`src/rtl/i2s_tdm_tx.sv`:
```
// Generic synchronous FIFO; one-cycle write-to-level latency, combinational read of head entry.
// Backpressure: push ignored while full, pop ignored while empty.
module fifo #(
    parameter int W     = 8,
    parameter int DEPTH = 8
) (
    input  logic                       clk_i,
    input  logic                       rstn_i,
    input  logic                       push_i,
    input  logic [W-1:0]               din_i,
    input  logic                       pop_i,
    output logic [W-1:0]               dout_o,
    output logic                       full_o,
    output logic                       empty_o,
    output logic [$clog2(DEPTH):0]     level_o
);
    localparam int AW = $clog2(DEPTH);

    logic [W-1:0]  mem_q [DEPTH];
    logic [AW-1:0] wr_q, wr_d, rd_q, rd_d;
    logic [AW:0]   cnt_q, cnt_d;
    logic          push, pop;

    assign full_o  = (cnt_q == (AW+1)'(DEPTH));
    assign empty_o = (cnt_q == '0);
    assign level_o = cnt_q;
    assign dout_o  = mem_q[rd_q];
    assign push    = push_i && !full_o;
    assign pop     = pop_i && !empty_o;

    always_comb begin
        wr_d  = push ? wr_q + AW'(1) : wr_q;
        rd_d  = pop  ? rd_q + AW'(1) : rd_q;
        cnt_d = cnt_q;
        if (push && !pop)
            cnt_d = cnt_q + (AW+1)'(1);
        else if (pop && !push)
            cnt_d = cnt_q - (AW+1)'(1);
    end

    always_ff @(posedge clk_i or negedge rstn_i) begin
        if (!rstn_i) begin
            wr_q  <= '0;
            rd_q  <= '0;
            cnt_q <= '0;
        end else begin
            wr_q  <= wr_d;
            rd_q  <= rd_d;
            cnt_q <= cnt_d;
        end
    end

    always_ff @(posedge clk_i) begin
        if (push)
            mem_q[wr_q] <= din_i;
    end
endmodule

// I2S / left-justified / TDM serialiser with frame FIFO; pins registered, first bit one cycle after enable.
// Backpressure: frame_ready_o low while FIFO full; an empty FIFO at a frame boundary sends zeros and flags underrun.
module i2s_tdm_tx #(
    parameter int DATA_W     = 24,
    parameter int SLOT_W     = 32,
    parameter int NUM_CH     = 2,
    parameter int FIFO_DEPTH = 8,
    parameter int BCLK_HALF  = 2
) (
    input  logic                           clk_i,
    input  logic                           rstn_i,
    input  logic                           en_i,
    input  logic [1:0]                     mode_i,
    input  logic [NUM_CH*DATA_W-1:0]       frame_i,
    input  logic                           frame_valid_i,
    output logic                           frame_ready_o,
    output logic [$clog2(FIFO_DEPTH):0]    fifo_level_o,
    output logic                           underrun_o,
    input  logic                           underrun_clr_i,
    output logic                           frame_start_o,
    output logic                           bclk_o,
    output logic                           ws_o,
    output logic                           sdata_o
);
    localparam int FRAME_BITS = NUM_CH * SLOT_W;
    localparam int HALF_BITS  = (NUM_CH / 2) * SLOT_W;
    localparam int BW         = $clog2(FRAME_BITS + 1);
    localparam int DVW        = (BCLK_HALF > 1) ? $clog2(BCLK_HALF) : 1;
    localparam logic [1:0] MODE_I2S  = 2'd0;
    localparam logic [1:0] MODE_TDM  = 2'd2;
    localparam logic [1:0] MODE_RSVD = 2'd3;

    typedef enum logic {IDLE, RUN} state_t;

    state_t                  state_q, state_d;
    logic [DVW-1:0]          div_q, div_d;
    logic [BW-1:0]           bit_q, bit_d;
    logic [1:0]              mode_q, mode_d;
    logic [FRAME_BITS-1:0]   sr_q, sr_d;
    logic                    bclk_q, bclk_d, ws_q, ws_d, sdata_q, sdata_d;
    logic                    cur_bit_q, cur_bit_d, frame_start_q, frame_start_d;
    logic                    underrun_q, underrun_d;

    logic [NUM_CH*DATA_W-1:0] fifo_dout;
    logic                     fifo_full, fifo_empty;
    logic                     div_wrap, fall, frame_end, boundary, bit_step;
    logic [FRAME_BITS-1:0]    load_frame;
    logic [1:0]               eff_mode;
    logic [BW-1:0]            next_idx;
    logic                     stream_bit;

    // Lay channels out as consecutive slots, sample MSB-first at the top of each slot.
    function automatic logic [FRAME_BITS-1:0] pack(input logic [NUM_CH*DATA_W-1:0] f);
        logic [FRAME_BITS-1:0] r;
        logic [SLOT_W-1:0]     s;
        r = '0;
        for (int k = 0; k < NUM_CH; k++) begin
            s = '0;
            s[SLOT_W-1 -: DATA_W] = f[k*DATA_W +: DATA_W];
            r[FRAME_BITS-1-k*SLOT_W -: SLOT_W] = s;
        end
        return r;
    endfunction

    fifo #(.W(NUM_CH*DATA_W), .DEPTH(FIFO_DEPTH)) u_fifo (
        .clk_i   (clk_i),
        .rstn_i  (rstn_i),
        .push_i  (frame_valid_i),
        .din_i   (frame_i),
        .pop_i   (boundary),
        .dout_o  (fifo_dout),
        .full_o  (fifo_full),
        .empty_o (fifo_empty),
        .level_o (fifo_level_o)
    );

    assign div_wrap   = (div_q == DVW'(BCLK_HALF - 1));
    assign fall       = (state_q == RUN) && div_wrap && bclk_q;
    assign frame_end  = fall && (bit_q == BW'(FRAME_BITS - 1));
    assign boundary   = en_i && ((state_q == IDLE) || frame_end);
    assign bit_step   = boundary || (fall && !frame_end);
    assign load_frame = fifo_empty ? '0 : pack(fifo_dout);

    always_comb begin
        state_d       = state_q;
        div_d         = div_q;
        bclk_d        = bclk_q;
        bit_d         = bit_q;
        mode_d        = mode_q;
        sr_d          = sr_q;
        cur_bit_d     = cur_bit_q;
        ws_d          = ws_q;
        sdata_d       = sdata_q;
        frame_start_d = 1'b0;
        underrun_d    = underrun_q & ~underrun_clr_i;
        eff_mode      = mode_q;
        next_idx      = bit_q + BW'(1);
        stream_bit    = sr_q[FRAME_BITS-1];

        if (boundary) begin
            state_d       = RUN;
            div_d         = '0;
            bclk_d        = 1'b0;
            frame_start_d = 1'b1;
            eff_mode      = (mode_i == MODE_RSVD) ? MODE_I2S : mode_i;
            mode_d        = eff_mode;
            next_idx      = '0;
            stream_bit    = load_frame[FRAME_BITS-1];
            sr_d          = load_frame << 1;
            if (fifo_empty)
                underrun_d = 1'b1;
        end else if (frame_end) begin
            state_d   = IDLE;
            div_d     = '0;
            bclk_d    = 1'b0;
            bit_d     = '0;
            sr_d      = '0;
            cur_bit_d = 1'b0;
            ws_d      = 1'b0;
            sdata_d   = 1'b0;
        end else if (state_q == RUN) begin
            if (div_wrap) begin
                div_d  = '0;
                bclk_d = ~bclk_q;
                if (bclk_q)
                    sr_d = sr_q << 1;
            end else begin
                div_d = div_q + DVW'(1);
            end
        end

        // cur_bit_q still holds the previous stream bit here, giving I2S its one-BCLK lag.
        if (bit_step) begin
            bit_d     = next_idx;
            cur_bit_d = stream_bit;
            sdata_d   = (eff_mode == MODE_I2S) ? cur_bit_q : stream_bit;
            if (eff_mode == MODE_TDM)
                ws_d = (next_idx == '0);
            else
                ws_d = (next_idx >= BW'(HALF_BITS));
        end
    end

    always_ff @(posedge clk_i or negedge rstn_i) begin
        if (!rstn_i) begin
            state_q       <= IDLE;
            div_q         <= '0;
            bclk_q        <= 1'b0;
            bit_q         <= '0;
            mode_q        <= MODE_I2S;
            sr_q          <= '0;
            cur_bit_q     <= 1'b0;
            ws_q          <= 1'b0;
            sdata_q       <= 1'b0;
            frame_start_q <= 1'b0;
            underrun_q    <= 1'b0;
        end else begin
            state_q       <= state_d;
            div_q         <= div_d;
            bclk_q        <= bclk_d;
            bit_q         <= bit_d;
            mode_q        <= mode_d;
            sr_q          <= sr_d;
            cur_bit_q     <= cur_bit_d;
            ws_q          <= ws_d;
            sdata_q       <= sdata_d;
            frame_start_q <= frame_start_d;
            underrun_q    <= underrun_d;
        end
    end

    assign frame_ready_o = !fifo_full;
    assign underrun_o    = underrun_q;
    assign frame_start_o = frame_start_q;
    assign bclk_o        = bclk_q;
    assign ws_o          = ws_q;
    assign sdata_o       = sdata_q;
endmodule

```
`config.mk`:
```
export PLATFORM = sky130hd
export DESIGN_NAME = i2s_tdm_tx
export DESIGN_NICKNAME = d
export VERILOG_FILES = /design/src/rtl/i2s_tdm_tx.sv
export SDC_FILE = /design/constraint.sdc
export NUM_CORES = 1
export LEC_CHECK = 0
export CORE_MARGIN = 2
export CORE_UTILIZATION = 25
export DETAILED_ROUTE_END_ITERATION = 16
export GPL_TIMING_DRIVEN = 0
export SYNTH_ARGS = -nofsm -noshare
export SYNTH_HDL_FRONTEND = slang
export SYNTH_SLANG_ARGS = --single-unit
```
`constraint.sdc`:
```
create_clock -name clk_i -period 7.42 [get_ports clk_i]
set_input_delay 0.742 -clock clk_i [delete_from_list [all_inputs] [get_ports clk_i]]
set_output_delay 0.742 -clock clk_i [all_outputs]
set_load 0.05 [all_outputs]
```
==> results.txt, run 1 <==
The flow ran to the end, and the final reports show no timing, DRC or antenna violations. The biggest area contributor in the post-synthesis netlist is edfxtp_1. Once routing completed, OpenROAD measured the worst setup slack at 4.071 ns. The fraction of the cycle the final worst path needs came out at 0.4514. The floorplan step defined a die boundary enclosing around 74000 um^2. The proportion of netlist area held by the largest area contributor came out at 0.6416. The setup path with the least slack is of type register to register. The count of different cell masters after synthesis came out at 50. Buffers placed on the I/O ports in this run total 64. The number of max-cap violations is 0. The vias after detailed routing is ~9000. The die extent in y is ~270 um. The setup total negative slack is 0 ns. The all-layer global routing usage came out at 0.1062. Timing would allow up to 0.2986 GHz.

The global-route track usage on met3 is 0.02407. Yosys attributes the largest share of cell area to edfxtp_1, mux4_2, dfrtp_1. Timing analysis after detailed placement gives a worst setup slack of 3.901 ns.

The share of cells above drive strength 1 is 0.2404. Setup repair after global routing left no endpoint under its margin. The first-pass GRT wire length is roughly 60000 um. The finished layout cell area is 21850 um^2.

On the worst path, the slowest cell contributes a delay of 0.47 ns. At the worst endpoint, the required time is 7.87 ns. The cell area power density came out at 345.3 nW/um^2. Setup violations remaining at the end of the flow were counted as 0.

The data arrival time at the worst-slack endpoint is around 3.8 ns. The final number of max-transition violations is 0. Each instance of the synthesized netlist takes up on average about 20 um^2.

The met2 track demand over resource came out at 0.1750. The synthesis-stage register bit count is around 470. The number of clock buffers inserted by TritonCTS came out at 46.

The post-route antenna net violation count came out at 0. By instance count, the leading cell after synthesis is edfxtp_1. The most crowded layer after global routing is met2. The initialized floorplan defines 98 standard-cell rows. The HPWL after detailed placement is 26520 um. Counting stages on the worst path, the most repeated cell is ha_1. The fraction of registers with async set/reset is 0.1760. The via count of the first global-routing pass came out at 9385. The number of antenna diodes came out at 0. The nature of the critical path endpoint is a register. The initial antenna violation count is 3. The top-level port count came out at 65. The slowest cell on the critical path is dfrtp_1.

Clock-pin slew was measured on the worst setup and hold paths at 0.06 ns. The post-CTS setup buffer count is 0. The final layout contains routed wiring with a total length of between 30000 and 40000 um. The netlist area before placement came out at 17970 um^2. The total number of nets in the final design is 1097.

The critical path startpoint category is a register. The insertion delay to the later sink of the worst-skew pair came out at 0.57 ns. Dividing the detail-routed via count by the number of cells gives around 4.5. The worst slew margin relative to its limit is 0.3696. The sequential-to-total area share from yosys stat came out at 0.7558.

For this run, the share of the core covered by cells in the final layout is 0.3062. The post-cts sizing count came out at 0. The most instantiated flip-flop cell in the synthesis netlist is edfxtp_1.

Entering global routing, the biggest net connects 45 pins. The growth of design area from synthesis to finish came out at 21.59%. The post-synthesis instance total came out at 884. Sorting the synthesized cells by how often they occur yields edfxtp_1, mux4_2, dfrtp_1. The total global routing overflow is 0.

The DRC marker count from the first detailed-route iteration came out at 758. After clock tree synthesis, the flow added hold-fix buffers numbering 0. The first-pass iteration count of the detailed router came out at 5. The signal on the critical path passes through ha_1, nand4_2, o31ai_4, nand2_2, clkinv_2, nand2_4, buf_2, ha_1, inv_1, ha_1, a21o_1, a21oi_1, xnor2_1, nor2_1, xor2_1.

The total number of clock tree sinks came out at 466. The number of buffers on the longest clock path came out at 3. The time the worst path needs with I/O delays and setup came out at 3.349 ns. Summed over all cells, the static leakage comes to 7.148 nW. CTS placed an instance of clkbuf_16 at the clock tree root.

The peak supply drop is 0.2587 mV. The floorplan core area is between 70000 and 80000 um^2. The met1 usage is 0.1426.

The initial core utilization came out at 0.2518. At the end of routability-driven placement, the weighted congestion stood at 0.7477. TritonCTS built the clock tree. The post-synth net total came out at 946.

The die extent in x is 272.1 um. The routed length per instance came out at roughly 19 um. The DRC violation count after routing is 0. The number of enable-type register cells in the synthesized netlist came out at 384. The tightest min-delay check is of the input port to asynchronous set/reset pin type. The transition time at the pin with the least slew margin is roughly 0.95 ns.

The clock skew after layout is 0.02036 ns. CTS built an H-tree with a depth of 2. The maximum fanout count along the critical path came out at 10. The post-place instance area is 20340 um^2.

The hold violation count in the final report is 0. The total number of yosys warnings came out at 0.
## stage by stage
stage               instances  total power (W)  hold WS, ns
floorplan                 884         0.004663       0.4464
global placement         1898         0.005218       0.4596
detailed placement       1937         0.005319       0.4664
CTS                      2023         0.007652       0.1503
global route             2023         0.007910       0.1779
finish                   2023         0.007546       0.1565
## state kept, by name (all words and copies together) (netlist names)
| name | flops |
|---|---|
| bit_q | 7 |
| cur_bit_q | 1 |
| bclk_o | 1 |
| u_fifo.rd_q | 3 |
| frame_start_o | 1 |
| ws_o | 1 |
| u_fifo.mem_q | 384 |
| u_fifo.wr_q | 3 |
| state_q | 1 |
| u_fifo.level_o | 4 |
| mode_q | 2 |
| sdata_o | 1 |
| underrun_o | 1 |
| sr_q | 55 |
| div_q | 1 |
## kinds of logic after synthesis
kind of cell	count (synthesis)	synth area share
flip-flops	466	0.7558
multiplexers	151	0.1516
AO/OA/AOI/OAI	128	0.04685
AND/OR/NAND/NOR	67	0.02026
buffers and inverters	54	0.01483
XOR/XNOR	11	0.005360
adder cells (fa/ha/maj)	7	0.005291
## metal layers
metal,wire length [um],part of all wire,vias up
met5,41,0.0011,-
met4,725,0.019,6
met3,2405,0.062,64
met2,18990,0.49,242
met1,16730,0.43,4756
li1,-,-,3951
## worst paths after layout
| kind | from | endpoint | slack, ns | depth (start not counted) |
|---|---|---|---|---|
| worst min-delay path | rstn_i | u_fifo.level_o[0] | 0.16 | 1 |
| max in group asynchronous | rstn_i | sr_q[25] | 6.60 | 2 |
| worst max-delay path | bit_q[0] | u_fifo.level_o[3] | 4.07 | 15 |
| worst min register to register | cur_bit_q | cur_bit_q | 0.47 | 1 |
| min in group clk_i | cur_bit_q | cur_bit_q | 0.47 | 1 |
| worst max register to register | bit_q[0] | u_fifo.level_o[3] | 4.07 | 15 |
## power by group
group	leakage, nW	total (W)	switching, W	internal [W]
sequential	4.58	0.00348	0.000178	0.00330
combinational	1.83	0.00175	0.000958	0.000792
clock	0.738	0.00232	0.000961	0.00136
total	7.15	0.00755	0.00210	0.00545
## layout by cell type, fill, tap and decap left out, types with 9 or more instances in the layout
cell	instances
edfxtp_1	384
mux2i_1	48
a21oi_1	9
o21ai_0	51
a22oi_1	47
clkinv_2	9
buf_4	14
clkbuf_1	29
nor2_1	10
dfrtp_1	82
clkdlybuf4s50_1	63
mux4_2	96
clkbuf_16	47
buf_2	26
nand2_1	14
buf_6	26
## final cells by class
class	instances	area, um^2
buffer	49	246.5
clock buffer	67	1291
clock inverter	19	216.5
fill	6950	49510
inverter	5	20.02
multi-input combinational	364	4172
sequential	466	13580
tap	950	1189
timing repair buffer	103	1135
## critical path, delay by kind of cell (launching register included)
| kind | cells | cell delay, ns |
|---|---|---|
| fa+ha+maj | 3 | 0.83 |
| compound gates | 3 | 0.71 |
| simple gates | 4 | 0.49 |
| flops | 1 | 0.47 |
| buf+inv | 3 | 0.46 |
| xor+xnor | 2 | 0.27 |
Note: power is estimated with default switching activity, not from simulation.
==> run 2, diff against run 1 <==
- clock period: 7.42 -> 2.8 ns (I/O delays scaled with it)
==> results.txt, run 2 (same netlist as run 1, synthesis figures left out) <==
The clock tree root driver cell is clkbuf_16. The most common cell after layout, fill and taps aside is edfxtp_1. The switching power is 0.005782 W (+180%). The fraction of power spent switching nets was 0.2800 (+0.001973).

TritonCTS built the clock tree. The post-place instance area is 20480 um^2 (+0.66%). The library cells used most frequently in the layout, excluding fill and tap cells, are edfxtp_1, mux4_2, dfrtp_1, clkdlybuf4s50_1, o21ai_0. The share of power burned in the clock network came to 0.317 (+0.010). The total global routing overflow is 0 (unchanged). The via-per-instance ratio is 4.408 (-1.1%). The initial core utilization came to 0.2518 (unchanged).

The total number of clock tree sinks is 466 (unchanged). The hold violation count in the final report was 0 (unchanged). u_fifo.mem_q holds more flip-flops than any other register. The post-route antenna net violation count is 0 (unchanged). The register share of total power came to 0.449 (-0.012).

The worst reg-to-reg path cell count came out at 14 (-1). The largest net degree at the start of global routing is 51 (+13%). The routed length per instance is 19.54 um (+1.7%).

The HPWL after detailed placement is 26390 um (-0.47%). The count of port buffers added during placement came out at 64 (unchanged). The floorplan core area came out at 71360 um^2 (unchanged). The cell area power density came out at 929.0 nW/um^2 (+170%). The insertion delay to the later sink of the worst-skew pair is 0.60 ns (+0.03 ns).

The fraction of the core area covered by cells at the end of the flow came out at 0.3115 (+0.005295). The share of cells above drive strength 1 came out at 0.2505 (+0.01002). The number of max-cap violations was 0 (unchanged).

The min-delay analysis places its worst path in the category input port to asynchronous set/reset pin. The largest registers in the layout are u_fifo.mem_q x384, sr_q x55, bit_q x7. The vias after detailed routing came out at 8922 (-1.1%).

The total number of nets in the final design is 1095 (-0.18%). The via count of the first global-routing pass was 9522 (+1.5%). The first-pass iteration count of the detailed router came out at 5 (unchanged). The area of the die came out at 74050 um^2 (unchanged).

The part of the total power dissipated in combinational logic is 0.234 (+0.002). The data arrival time at the worst-slack endpoint came out at 3.12 ns (-0.68 ns). The placer congestion estimate is 0.7247 (-3.1%). The final number of max-transition violations came out at 0 (unchanged). The maximum achievable frequency came to 0.3758 GHz (+26%). The leakage component of the power is 7.253 nW (+1.5%). The setup-violating endpoint count in the final report came out at 0 (unchanged). The number of buffers on the longest clock path came out at 3 (unchanged). The transition time at the pin with the least slew margin is 0.9835 ns (+0.03788 ns). The number of antenna diodes is 0 (unchanged). The internal power consumption came out at 0.01487 W (+170%). STA classifies the critical path endpoint as a register. The flow ran to the end, and the final reports show no timing, DRC or antenna violations. The finished layout cell area was 22230 um^2 (+1.7%). The clock-pin slew on the worst setup and hold paths is 0.06 ns (about the same).

The peak supply drop is 0.5579 mV (+120%). The initial antenna violation count is 5 (+2). The top-level port count came to 65 (unchanged). The H-tree depth came to 2 (unchanged). The floorplan row count is 98 (unchanged).

The data required time at the worst endpoint came out at 3.26 ns (-4.61 ns). The growth of design area from synthesis to finish is 23.69%. The DRC marker count from the first detailed-route iteration came out at 608 (-20%). The number of clock buffers inserted by TritonCTS is 49 (+6.5%). The setup total negative slack is 0 ns (unchanged). The clock skew after layout came out at 0.02298 ns (+0.002617 ns). STA classifies the critical path startpoint as a register. The all-layer global routing usage came out at 0.1083 (+0.002144). The time the worst path needs with I/O delays and setup is 2.661 ns (-0.6885 ns). The type of the setup path with the least slack is register to register. The first-pass GRT wire length came to 60270 um (+1.2%). The maximum fanout count along the critical path came out at 14 (+4). The aggregate routed wire length came to 39550 um (+1.7%). The worst slew margin relative to its limit came to 0.3443 (-0.02525).

The die extent in y is 272.1 um (unchanged). The DRC violation count after routing is 0 (unchanged). The die extent in x was 272.1 um (unchanged). The fraction of the cycle the final worst path needs came out at 0.9503 (+0.4989). The number of flip-flops in the largest register is 384 (unchanged).
## run 2: changes by cell type in the layout (fill, tap and decap cells not counted), moves of 6 or more
cell | previous run | this run
clkinv_1 | 3 | 9
buf_6 | 26 | 6
dfrtp_2 | 0 | 7
dfrtp_1 | 82 | 75
buf_16 | 3 | 11
## run 2: worst paths after layout
| path | start | endpoint | slack (ns) |
|---|---|---|---|
| worst max register to register | bit_q[0] | u_fifo.level_o[3] | 0.14 |
| worst min-delay path | rstn_i | frame_start_o | 0.22 |
| worst max-delay path | bit_q[0] | u_fifo.level_o[3] | 0.14 |
| max in group asynchronous | rstn_i | sr_q[51] | 1.95 |
| min in group clk_i | underrun_clr_i | underrun_o | 0.28 |
| worst min register to register | cur_bit_q | cur_bit_q | 0.48 |
## run 2: cell type report
cell class / instances / area [um^2]
plain buffers: 48 / 241.5
fillers: 6869 / 49130
multi-input cells: 364 / 4284
flip-flops and latches: 466 / 13590
repair buffers: 99 / 1242
inverters: 5 / 21.27
well taps: 950 / 1189
clock inverters: 23 / 289.0
clock buffers: 69 / 1371
## run 2: what timing repair did
item / in CTS / in global routing
setup buffers: 3 / 5
hold buffers: 1 / 0
endpoints found under the setup margin: 2 / 1
pin swaps: 1 / 2
resized for setup: 1 / 5
endpoints found under the hold margin: 32 / 0
## run 2: power groups by stage
stage | Clock (W) | Sequential [W] | Combinational (W)
CTS | 0.00672 | 0.00927 | 0.00493
finish | 0.00656 | 0.00927 | 0.00483
floorplan | 0 | 0.00944 | 0.00301
detailed placement | 0 | 0.00941 | 0.00488
global route | 0.00699 | 0.00938 | 0.00526
global placement | 0 | 0.00942 | 0.00447
## run 2: metrics by stage
step	instances	setup WS, ns	hold slack (ns)	total power, W
2_1_floorplan	884	-0.1890	-0.01559	0.01245
3_3_place_gp	1898	-2.101	0.4611	0.01389
3_5_place_dp	1924	-0.3375	0.2839	0.01429
4_1_cts	2019	0.004813	0.2133	0.02092
5_1_grt	2024	-0.01336	0.2531	0.02163
6_report	2024	0.1392	0.2162	0.02065
## run 2: worst max-delay path, stage by stage, from the launching register on
cell and delay (ns):
dfrtp_2 0.40, ha_4 0.17, nand4_4 0.12, o31ai_4 0.27, nand2_2 0.12, inv_4 0.12, nand2_8 0.10, ha_2 0.22
inv_1 0.11, ha_1 0.24, a21o_1 0.19, a21oi_2 0.15, xnor2_1 0.12, nor2_1 0.07, xor2_1 0.13
## run 2: routing by layer
metal  track usage  share of wire  up-vias
met3       0.02839          0.057       59
met5             0         0.0017        -
met4       0.02429          0.015       10
met2        0.1839           0.49      190
met1        0.1389           0.43     4717
li1              -              -     3946
